$ cat src/rtl/seg_scan_decoder.sv
// seg_scan_decoder: samples a multiplexed 7-segment bus and rebuilds the displayed 5-digit frame
module seg_scan_decoder #(
  parameter int SETTLE  = 4,
  parameter int TIMEOUT = 300_000
) (
  input  logic        sys_clk,
  input  logic        sys_rst_n,
  input  logic [4:0]  seg_sel_in,
  input  logic [7:0]  seg_led_in,
  output logic [19:0] dig_val,
  output logic [4:0]  dig_blank,
  output logic        frame_valid,
  output logic        frame_err,
  output logic        sel_err,
  output logic        timeout
);
  localparam int CW = $clog2(SETTLE);
  localparam int TW = $clog2(TIMEOUT);
  localparam logic [CW-1:0] CMAX = CW'(SETTLE - 1);
  localparam logic [TW-1:0] TMAX = TW'(TIMEOUT - 1);
  typedef enum logic {WAIT, HELD} state_t;
  state_t state, state_nx;
  logic [4:0]  sel_s1, sel_s2, sel_d;
  logic [7:0]  led_s1, led_s2, led_d;
  logic [CW-1:0] cnt;
  logic [TW-1:0] tcnt;
  logic [19:0] shadow;
  logic [4:0]  blank, err, mask;
  logic [2:0]  pos;
  logic [3:0]  dec_val;
  logic        dec_bad, change, one_hot, settled, capture, bad_sel, full, tfire;
  assign change  = (sel_s2 != sel_d) || (led_s2 != led_d);
  assign one_hot = $countones(~sel_d) == 1;
  assign settled = state == WAIT && !change && cnt == CMAX;
  assign capture = settled && one_hot;
  assign bad_sel = settled && !one_hot;
  assign full    = &mask;
  assign tfire   = !capture && |mask && !full && tcnt == TMAX;
  // two-flop synchroniser plus a delayed copy for change detection
  always_ff @(posedge sys_clk or negedge sys_rst_n)
    if (!sys_rst_n) begin
      {sel_s1, sel_s2, sel_d} <= {3{5'h1F}};
      {led_s1, led_s2, led_d} <= '0;
    end else begin
      {sel_s1, sel_s2, sel_d} <= {seg_sel_in, sel_s1, sel_s2};
      {led_s1, led_s2, led_d} <= {seg_led_in, led_s1, led_s2};
    end
  // stability counter, saturating once the dwell has settled
  always_ff @(posedge sys_clk or negedge sys_rst_n)
    if (!sys_rst_n) cnt <= '0;
    else cnt <= change ? '0 : (cnt == CMAX ? cnt : cnt + 1'b1);
  // dwell state register
  always_ff @(posedge sys_clk or negedge sys_rst_n)
    if (!sys_rst_n) state <= WAIT;
    else state <= state_nx;
  // one capture per dwell; any bus change re-arms
  always_comb state_nx = change ? WAIT : (settled ? HELD : state);
  // position of the single low select bit
  always_comb begin
    pos = '0;
    for (int i = 0; i < 5; i++) if (!sel_d[i]) pos = 3'(i);
  end
  // segment pattern back to a digit; dp bit ignored
  always_comb begin
    {dec_bad, dec_val} = {1'b1, 4'hF};
    case (led_d[6:0])
      7'h3F: {dec_bad, dec_val} = {1'b0, 4'd0};
      7'h06: {dec_bad, dec_val} = {1'b0, 4'd1};
      7'h5B: {dec_bad, dec_val} = {1'b0, 4'd2};
      7'h4F: {dec_bad, dec_val} = {1'b0, 4'd3};
      7'h66: {dec_bad, dec_val} = {1'b0, 4'd4};
      7'h6D: {dec_bad, dec_val} = {1'b0, 4'd5};
      7'h7D: {dec_bad, dec_val} = {1'b0, 4'd6};
      7'h07: {dec_bad, dec_val} = {1'b0, 4'd7};
      7'h7F: {dec_bad, dec_val} = {1'b0, 4'd8};
      7'h6F: {dec_bad, dec_val} = {1'b0, 4'd9};
      7'h00: {dec_bad, dec_val} = {1'b0, 4'hF};
      default: ;
    endcase
  end
  // shadow frame assembly, atomic publish and stale-frame timeout
  always_ff @(posedge sys_clk or negedge sys_rst_n)
    if (!sys_rst_n) begin
      {dig_val, dig_blank, frame_valid, frame_err, sel_err, timeout} <= '0;
      {shadow, blank, err, mask} <= '0;
      tcnt <= '0;
    end else begin
      frame_valid <= 1'b0;
      sel_err <= bad_sel;
      timeout <= tfire;
      if (full) begin
        dig_val <= shadow;
        dig_blank <= blank;
        frame_err <= |err;
        frame_valid <= 1'b1;
        mask <= '0;
        err <= '0;
      end else if (tfire) begin
        mask <= '0;
        err <= '0;
      end
      if (capture) begin
        shadow[{pos, 2'b00} +: 4] <= dec_val;
        blank[pos] <= led_d[6:0] == 7'h00;
        err[pos] <= dec_bad;
        mask[pos] <= 1'b1;
      end
      tcnt <= (capture || full || tfire || mask == '0) ? '0 : tcnt + 1'b1;
    end
endmodule

$ cat config.mk
export PLATFORM = sky130hd
export DESIGN_NAME = seg_scan_decoder
export DESIGN_NICKNAME = d
export VERILOG_FILES = /design/src/rtl/seg_scan_decoder.sv
export SDC_FILE = /design/constraint.sdc
export NUM_CORES = 1
export LEC_CHECK = 0
export CORE_MARGIN = 2
export CORE_UTILIZATION = 50
export DETAILED_ROUTE_END_ITERATION = 12
export PLACE_DENSITY = 0.72
export SETUP_SLACK_MARGIN = 0.2
export SYNTH_ARGS = -nofsm -noshare
export SYNTH_HDL_FRONTEND = slang
export SYNTH_SLANG_ARGS = --single-unit
export TNS_END_PERCENT = 30
$ cat constraint.sdc
create_clock -name sys_clk -period 3.35 [get_ports sys_clk]
set_clock_uncertainty 0.2 [all_clocks]
set_input_delay 0.8375 -clock sys_clk [delete_from_list [all_inputs] [get_ports sys_clk]]
set_output_delay 0.8375 -clock sys_clk [all_outputs]
set_load 0.03 [all_outputs]
# Yosys cells after proc, flatten, opt, wreduce, memory -nomap -nowiden

Cells that the tools add are included.

Multiply operators: 0
Equality and inequality tests: 16
Add/sub/neg operators: 7
Magnitude comparators: 2
Divide/modulo/power cells: 0
Shift operators: 2
Reduce and logical (&&, ||, !) cells: 23
Mux-type cells: 23
Bitwise gates (word level): 3

Operators with widths:

| cell                   | number |
|---|---|
| $eq 7x7->1 const B     | 7 |
| $pmux 4 s10            | 1 |
| $mux 5                 | 6 |
| $bwmux 20              | 1 |
| $shift 4x7->20 const A | 1 |
| $shiftx 4x7->20        | 1 |
| $add 19x1->19 const B  | 1 |
| $eq 19x19->1 const B   | 1 |
| $mux 19                | 1 |
| $eq 7x3->1 const B     | 2 |
| $reduce_or 11->1       | 1 |
| $bwmux 5               | 2 |
| $reduce_or 5->1        | 2 |
| $mux 3                 | 3 |
| $logic_and 1x1->1      | 8 |
| $ne 8x8->1             | 1 |
| $eq 7x6->1 const B     | 1 |
| $logic_not 7->1        | 1 |
| $neg 5->7              | 1 |
| $mux 1                 | 6 |
| $logic_not 5->1        | 1 |
| $ne 5x5->1             | 1 |
| $not 5->5              | 1 |
| $or 5x5->5             | 1 |
| other kinds (16)       | 24 |

Latch bits: 0
Bits in writable memories: 0
Bits of input ports: 15
Logic and storage cells: 95
Memories: 0
Register bits: 125
ROM bits: 0
Output and inout bits: 29

# Depth between registers and ports, before layout

Word-level depth: 14
Mapped depth: 11
Depth with buffers taken out: 9

# Worst setup path before layout

No wires, ideal clock.

Kind: register to register
Start: register sel_d[0]
End: register shadow[1]
Setup slack: -0.110 ns
Setup time: 0.125 ns
Required time: 3.025 ns
Buffers on the path: 1
Period minus slack after synthesis: 3.460 ns
Arrival time: 3.135 ns
Cell stages (with the launch flop): 11
Path through: dfstp_2 -> fa_1 -> inv_1 -> fa_1 -> ha_1 -> or3b_1 -> nor2_1 -> nand2_1 -> or3_1 -> buf_6 -> mux2_4

Cells in the longest elaborated chain, start to end: 6
Elaborated cells between the ends (all ways): 11
Classes of those cells: add/sub (3); eq/ne (2); bitwise (1); reduce/logical (5)

Ends and longest elaborated chain:

| item                                                                          | line   | text |
|---|---|---|
| start: declaration                                                            | 23     | `logic [4:0] sel_s1, sel_s2, sel_d;` |
| start signal: assignment                                                      | 42     | `{sel_s1, sel_s2, sel_d} <= {3{5'h1F}};` |
| start signal: assignment                                                      | 45     | `{sel_s1, sel_s2, sel_d} <= {seg_sel_in, sel_s1, sel_s2};` |
| $not 5->5 / $ne 5x5->1 (equally long branches)                                | 33, 32 |  |
| $add 1x1->2 (implied by the code) / $logic_or 1x1->1 (equally long branches)  | 33, 32 |  |
| $add 2x2->3 (implied by the code) / $logic_not 1->1 (equally long branches)   | 33, 34 |  |
| $add 3x1->4 (implied by the code) / $logic_and 1x1->1 (equally long branches) | 33, 34 |  |
| $eq 4x1->1 / $logic_and 1x1->1 (equally long branches)                        | 33, 34 |  |
| $logic_and 1x1->1 *                                                           | 35     | `assign capture = settled && one_hot;` |
| end signal: indexed assignment                                                | 103    | `shadow[{pos, 2'b00} +: 4] <= dec_val;` |
| end: declaration                                                              | 27     | `logic [19:0] shadow;` |

Every way passes the cells marked *; elsewhere a longest branch is shown, timed or not.
A chain may end at the register's enable or synchronous reset.

# Worst setup path after layout

Start: register sel_d[0]
End: register blank[1]

Cells in the longest elaborated chain, start to end: 6
Elaborated cells between the ends (all ways): 11
Classes of those cells: add/sub (3); eq/ne (2); bitwise (1); reduce/logical (5)

Ends and longest elaborated chain:

| item                                                                          | line   | text |
|---|---|---|
| $not 5->5 / $ne 5x5->1 (equally long branches)                                | 33, 32 |  |
| $add 1x1->2 (implied by the code) / $logic_or 1x1->1 (equally long branches)  | 33, 32 |  |
| $add 2x2->3 (implied by the code) / $logic_not 1->1 (equally long branches)   | 33, 34 |  |
| $add 3x1->4 (implied by the code) / $logic_and 1x1->1 (equally long branches) | 33, 34 |  |
| $eq 4x1->1 / $logic_and 1x1->1 (equally long branches)                        | 33, 34 |  |
| $logic_and 1x1->1 *                                                           | 35     |  |
| end signal: assignment                                                        | 85     | `{shadow, blank, err, mask} <= '0;` |
| end signal: indexed assignment                                                | 104    | `blank[pos] <= led_d[6:0] == 7'h00;` |
| end: declaration                                                              | 28     | `logic [4:0] blank, err, mask;` |

Marks and branches as above.

==> key figures <==
Detailed routing
  • Vias/cell: 5.32
  • Routed wire length: 10.2 mm
  • Routed Antenna Nets: 0
  • Iter 0 DRT Violations: 284
  • Via count: 3605
  • Drt pass-1 iters: 4
  • # DRC: 0
  • Drt wl/cell: 15.1 µm

GRT
  • Met3 usage: 0.0558
  • First-pass GRT wire length: 17.8 mm
  • Total gr overflow: 0
  • GR Layer Usage met1: 0.260
  • Number of global-route vias before repair: about 3600
  • Initial antenna violation count: 0
  • Layer with the highest usage: met2
  • GR Util met2: 0.329
  • Largest net degree at the start of global routing: 53
  • GRT Total Usage: 0.201

Die
  • Die Wd: 106 µm
  • CORE AREA: 0.0102 mm²
  • Rows: 37
  • Ports: 44
  • Die ar.: 0.0113 mm²
  • Starting Density: 0.511
  • Die Y: 106 µm

Placement
  • Area after DPL: around 0.006 mm²
  • Final HPWL DP: just under 7 mm
  • GPL Wtd Cong: 0.890
  • Number of port buffers: between 40 and 50
  • Dpl cells: between 600 and 700

Logic synthesis
  • Mapped Cells: approximately 470
  • Syn Nets: 494
  • Syn Std Cell Area: 0.00523 mm²
  • Largest area contributor in the netlist: dfrtp_1
  • Register area share after synthesis: 0.602
  • Asr flop ratio synth: 1.00
  • Most frequent cell after synthesis: dfrtp_1
  • Number of synthesized register bits: between 100 and 150
  • Main synth FF type: dfrtp_1
  • Avg Cell Area, Syn: 11.1 µm²
  • EDFF count, synth: 0
  • Unique cell type count in the Yosys netlist: 54
  • Most frequent cells after synthesis: dfrtp_1, nand2_1, nor2_1
  • Synth Warn #: 0
  • Yosys top cell area share: 0.527
  • Area contributors post-synth: dfrtp_1, dfstp_2, nand2_1

STA
  • Final Hold Vio Count: 0
  • RSZ-0062 raised after global routing: true
  • Max Slew Vio Count: 0
  • Slew HR: 0.429
  • Setup TNS: 0 ns
  • Final period util: 0.984
  • Crit path time final: 3.30 ns
  • F_max: 303 MHz
  • Worst-Margin Slew: between 0.8 and 0.9 ns
  • Setup Viol. Count Final: 0

Setup path
  • CP arrival: 3.48 ns
  • Kind of cell adding the most delay to the critical path: simple AND/OR/NAND/NOR gates
  • Cell chain of the critical path: fa_1 -> inv_1 -> fa_2 -> ha_4 -> or3b_4 -> nor4_4 -> nand4_1 -> or4_4 -> mux2_4
  • Max stage delay cell, worst path: fa_1
  • CP endpoint kind: flip-flop
  • Max incr delay on CP: between 0.5 and 0.6 ns
  • R2R depth: 9
  • Setup CP Type: reg -> reg
  • Crit path buf inv count: 1
  • Worst reg-to-reg setup slack: around 0.055 ns
  • Worst Path Required: 3.54 ns
  • Critical Path Source Type: flip-flop
  • Critical Path Fanout Max: 2
  • FF-to-FF End: blank[1]$_DFFE_PN0P_
  • Reg2reg start: sel_d[0]$_DFF_PN1_

CTS
  • Worst-Skew Late Latency: 0.51 ns
  • Clock Tree Root: clkbuf_8
  • CTS clk-pin slew, worst paths: 0.06 ns
  • Max Buffers Root-to-Sink: 2
  • CTS Buf Count: 17
  • H-tree depth: 4
  • CTS tree: built
  • Clock tree sinks: between 100 and 150

Power
  • Max rail drop VDD: 0.370 mV
  • Leak pwr: 0.00301 µW
  • Pwr per Cell Area: 540 mW/mm²
  • Total power: 3550 µW

Layout
  • Fin area: 0.00657 mm²
  • Layout cells sized above 1: 0.168
  • Post-layout nets: 551
  • Core Util, Final: 0.642
  • Inserted Diodes: 0
  • Final Instance Count excl. Fillers: just under 700
  • Fill cell count: about 800
  • Area grow syn2layout: 25.7%

Job
  • Max_cap viols: 0

Status
  • Status: finished clean

Worst hold path
  • Worst min-delay path class: in -> async
## flip-flops by register name (all words and copies together), names as in the netlist
| signal | cells |
|---|---|
| blank | 5 |
| cnt | 2 |
| dig_blank | 5 |
| dig_val | 20 |
| err | 5 |
| frame_err | 1 |
| frame_valid | 1 |
| led_d | 8 |
| led_s1 | 8 |
| led_s2 | 8 |
| mask | 5 |
| sel_d | 5 |
| sel_err | 1 |
| sel_s1 | 5 |
| sel_s2 | 5 |
| shadow | 20 |
| state | 1 |
| tcnt | 19 |
| timeout | 1 |
## worst reg2reg max path: stages (launching register included)
cell and delay (ns):
dfstp_2 0.38, fa_1 0.53, inv_1 0.05, fa_2 0.35
ha_4 0.22, or3b_4 0.41, nor4_4 0.15, nand4_1 0.13
or4_4 0.46, mux2_4 0.31
## stage by stage
step | worst slack (ns) | hold slack (ns)
finish | 0.0547 | 0.0692
global route | -0.0672 | 0.0952
CTS | 0.0573 | 0.0722
detailed placement | -0.00774 | 0.135
global placement | 0.0777 | 0.133
floorplan | 0.102 | 0.131
## metal layers
| metal | part of all wire | vias to the layer above | routed length [µm] |
|---|---|---|---|
| met2 | 0.50 | 95 | 5150 |
| met5 | 0 | - | 0 |
| li1 | - | 1733 | - |
| met3 | 0.044 | 17 | 445 |
| met4 | 0.011 | 0 | 113 |
| met1 | 0.44 | 1760 | 4490 |
## cells in the final DEF, fill, tap and decap left out, types with 3 or more instances in the layout
master           synthesis  layout
dfrtp_1                110     110
nand2_1                 82      81
clkdlybuf4s50_1          0      42
nor2_1                  42      41
xor2_1                  27      27
inv_1                   20      20
clkbuf_16                0      16
buf_4                    1      16
dfstp_2                 15      15
nand4_1                 14      14
mux2i_1                 12      12
o21ai_1                 11      12
o21ai_0                 12      11
nand3_1                 12      10
o31ai_1                  7       6
and4_1                   6       5
nor4_1                   6       5
xnor2_1                  5       5
o211ai_1                 5       5
mux2_4                   1       5
nor4b_1                  4       4
ha_1                     5       4
clkinv_4                 0       4
nor2b_1                  3       3
nor3_2                   1       3
nand2b_1                 3       3
o2bb2ai_1                3       3
clkbuf_8                 0       3
bufinv_16                0       3
## layout make-up
class / count / area (µm²) / area share
Clock buffer: 19 / 442 / 0.0672
Multi-Input combinational cell: 304 / 1990 / 0.303
Inverter: 20 / 75.1 / 0.0114
Clock inverter: 12 / 163 / 0.0248
Tap cell: 136 / 170 / 0.0259
Timing Repair Buffer: 61 / 583 / 0.0887
Sequential cell: 125 / 3150 / 0.479
## cell families (layout without fill, tap and decap cells)
logic type | after synthesis | after routing | synth area share
compound gates | 49 | 49 | 0.0604
flops | 125 | 125 | 0.602
mux | 21 | 21 | 0.0431
fa+ha+maj | 7 | 7 | 0.0196
simple gates | 195 | 195 | 0.185
buf+inv | 43 | 112 | 0.0359
xor+xnor | 32 | 32 | 0.0536
## power by group
part           switching, µW  internal (µW)  total, µW
combinational           93.2           58.5        152
clock                    660           1180       1840
sequential              20.3           1540       1560
total                    773           2780       3550
## worst max path at each step
stage	start	to	slack (ns)	cells after the start
after floorplan	sel_d[0]$_DFF_PN1_	blank[1]$_DFFE_PN0P_	0.10	9
after global placement	sel_d[0]$_DFF_PN1_	blank[1]$_DFFE_PN0P_	0.08	9
after detailed placement	sel_d[0]$_DFF_PN1_	shadow[5]$_DFFE_PN0P_	-0.008	10
after CTS	sel_d[0]$_DFF_PN1_	blank[1]$_DFFE_PN0P_	0.06	9
after global routing	sel_d[0]$_DFF_PN1_	shadow[5]$_DFFE_PN0P_	-0.07	10
final	sel_d[0]$_DFF_PN1_	blank[1]$_DFFE_PN0P_	0.05	9
## repair_timing
action                     in CTS  in global routing
hold buffers                    0                  0
gates resized for setup         5                 10
pin swaps                       1                  3
setup endpoints to repair      39                 53
cloned                          0                  0
buffers inserted                1                  0
Power figures use the tool's default switching activity.
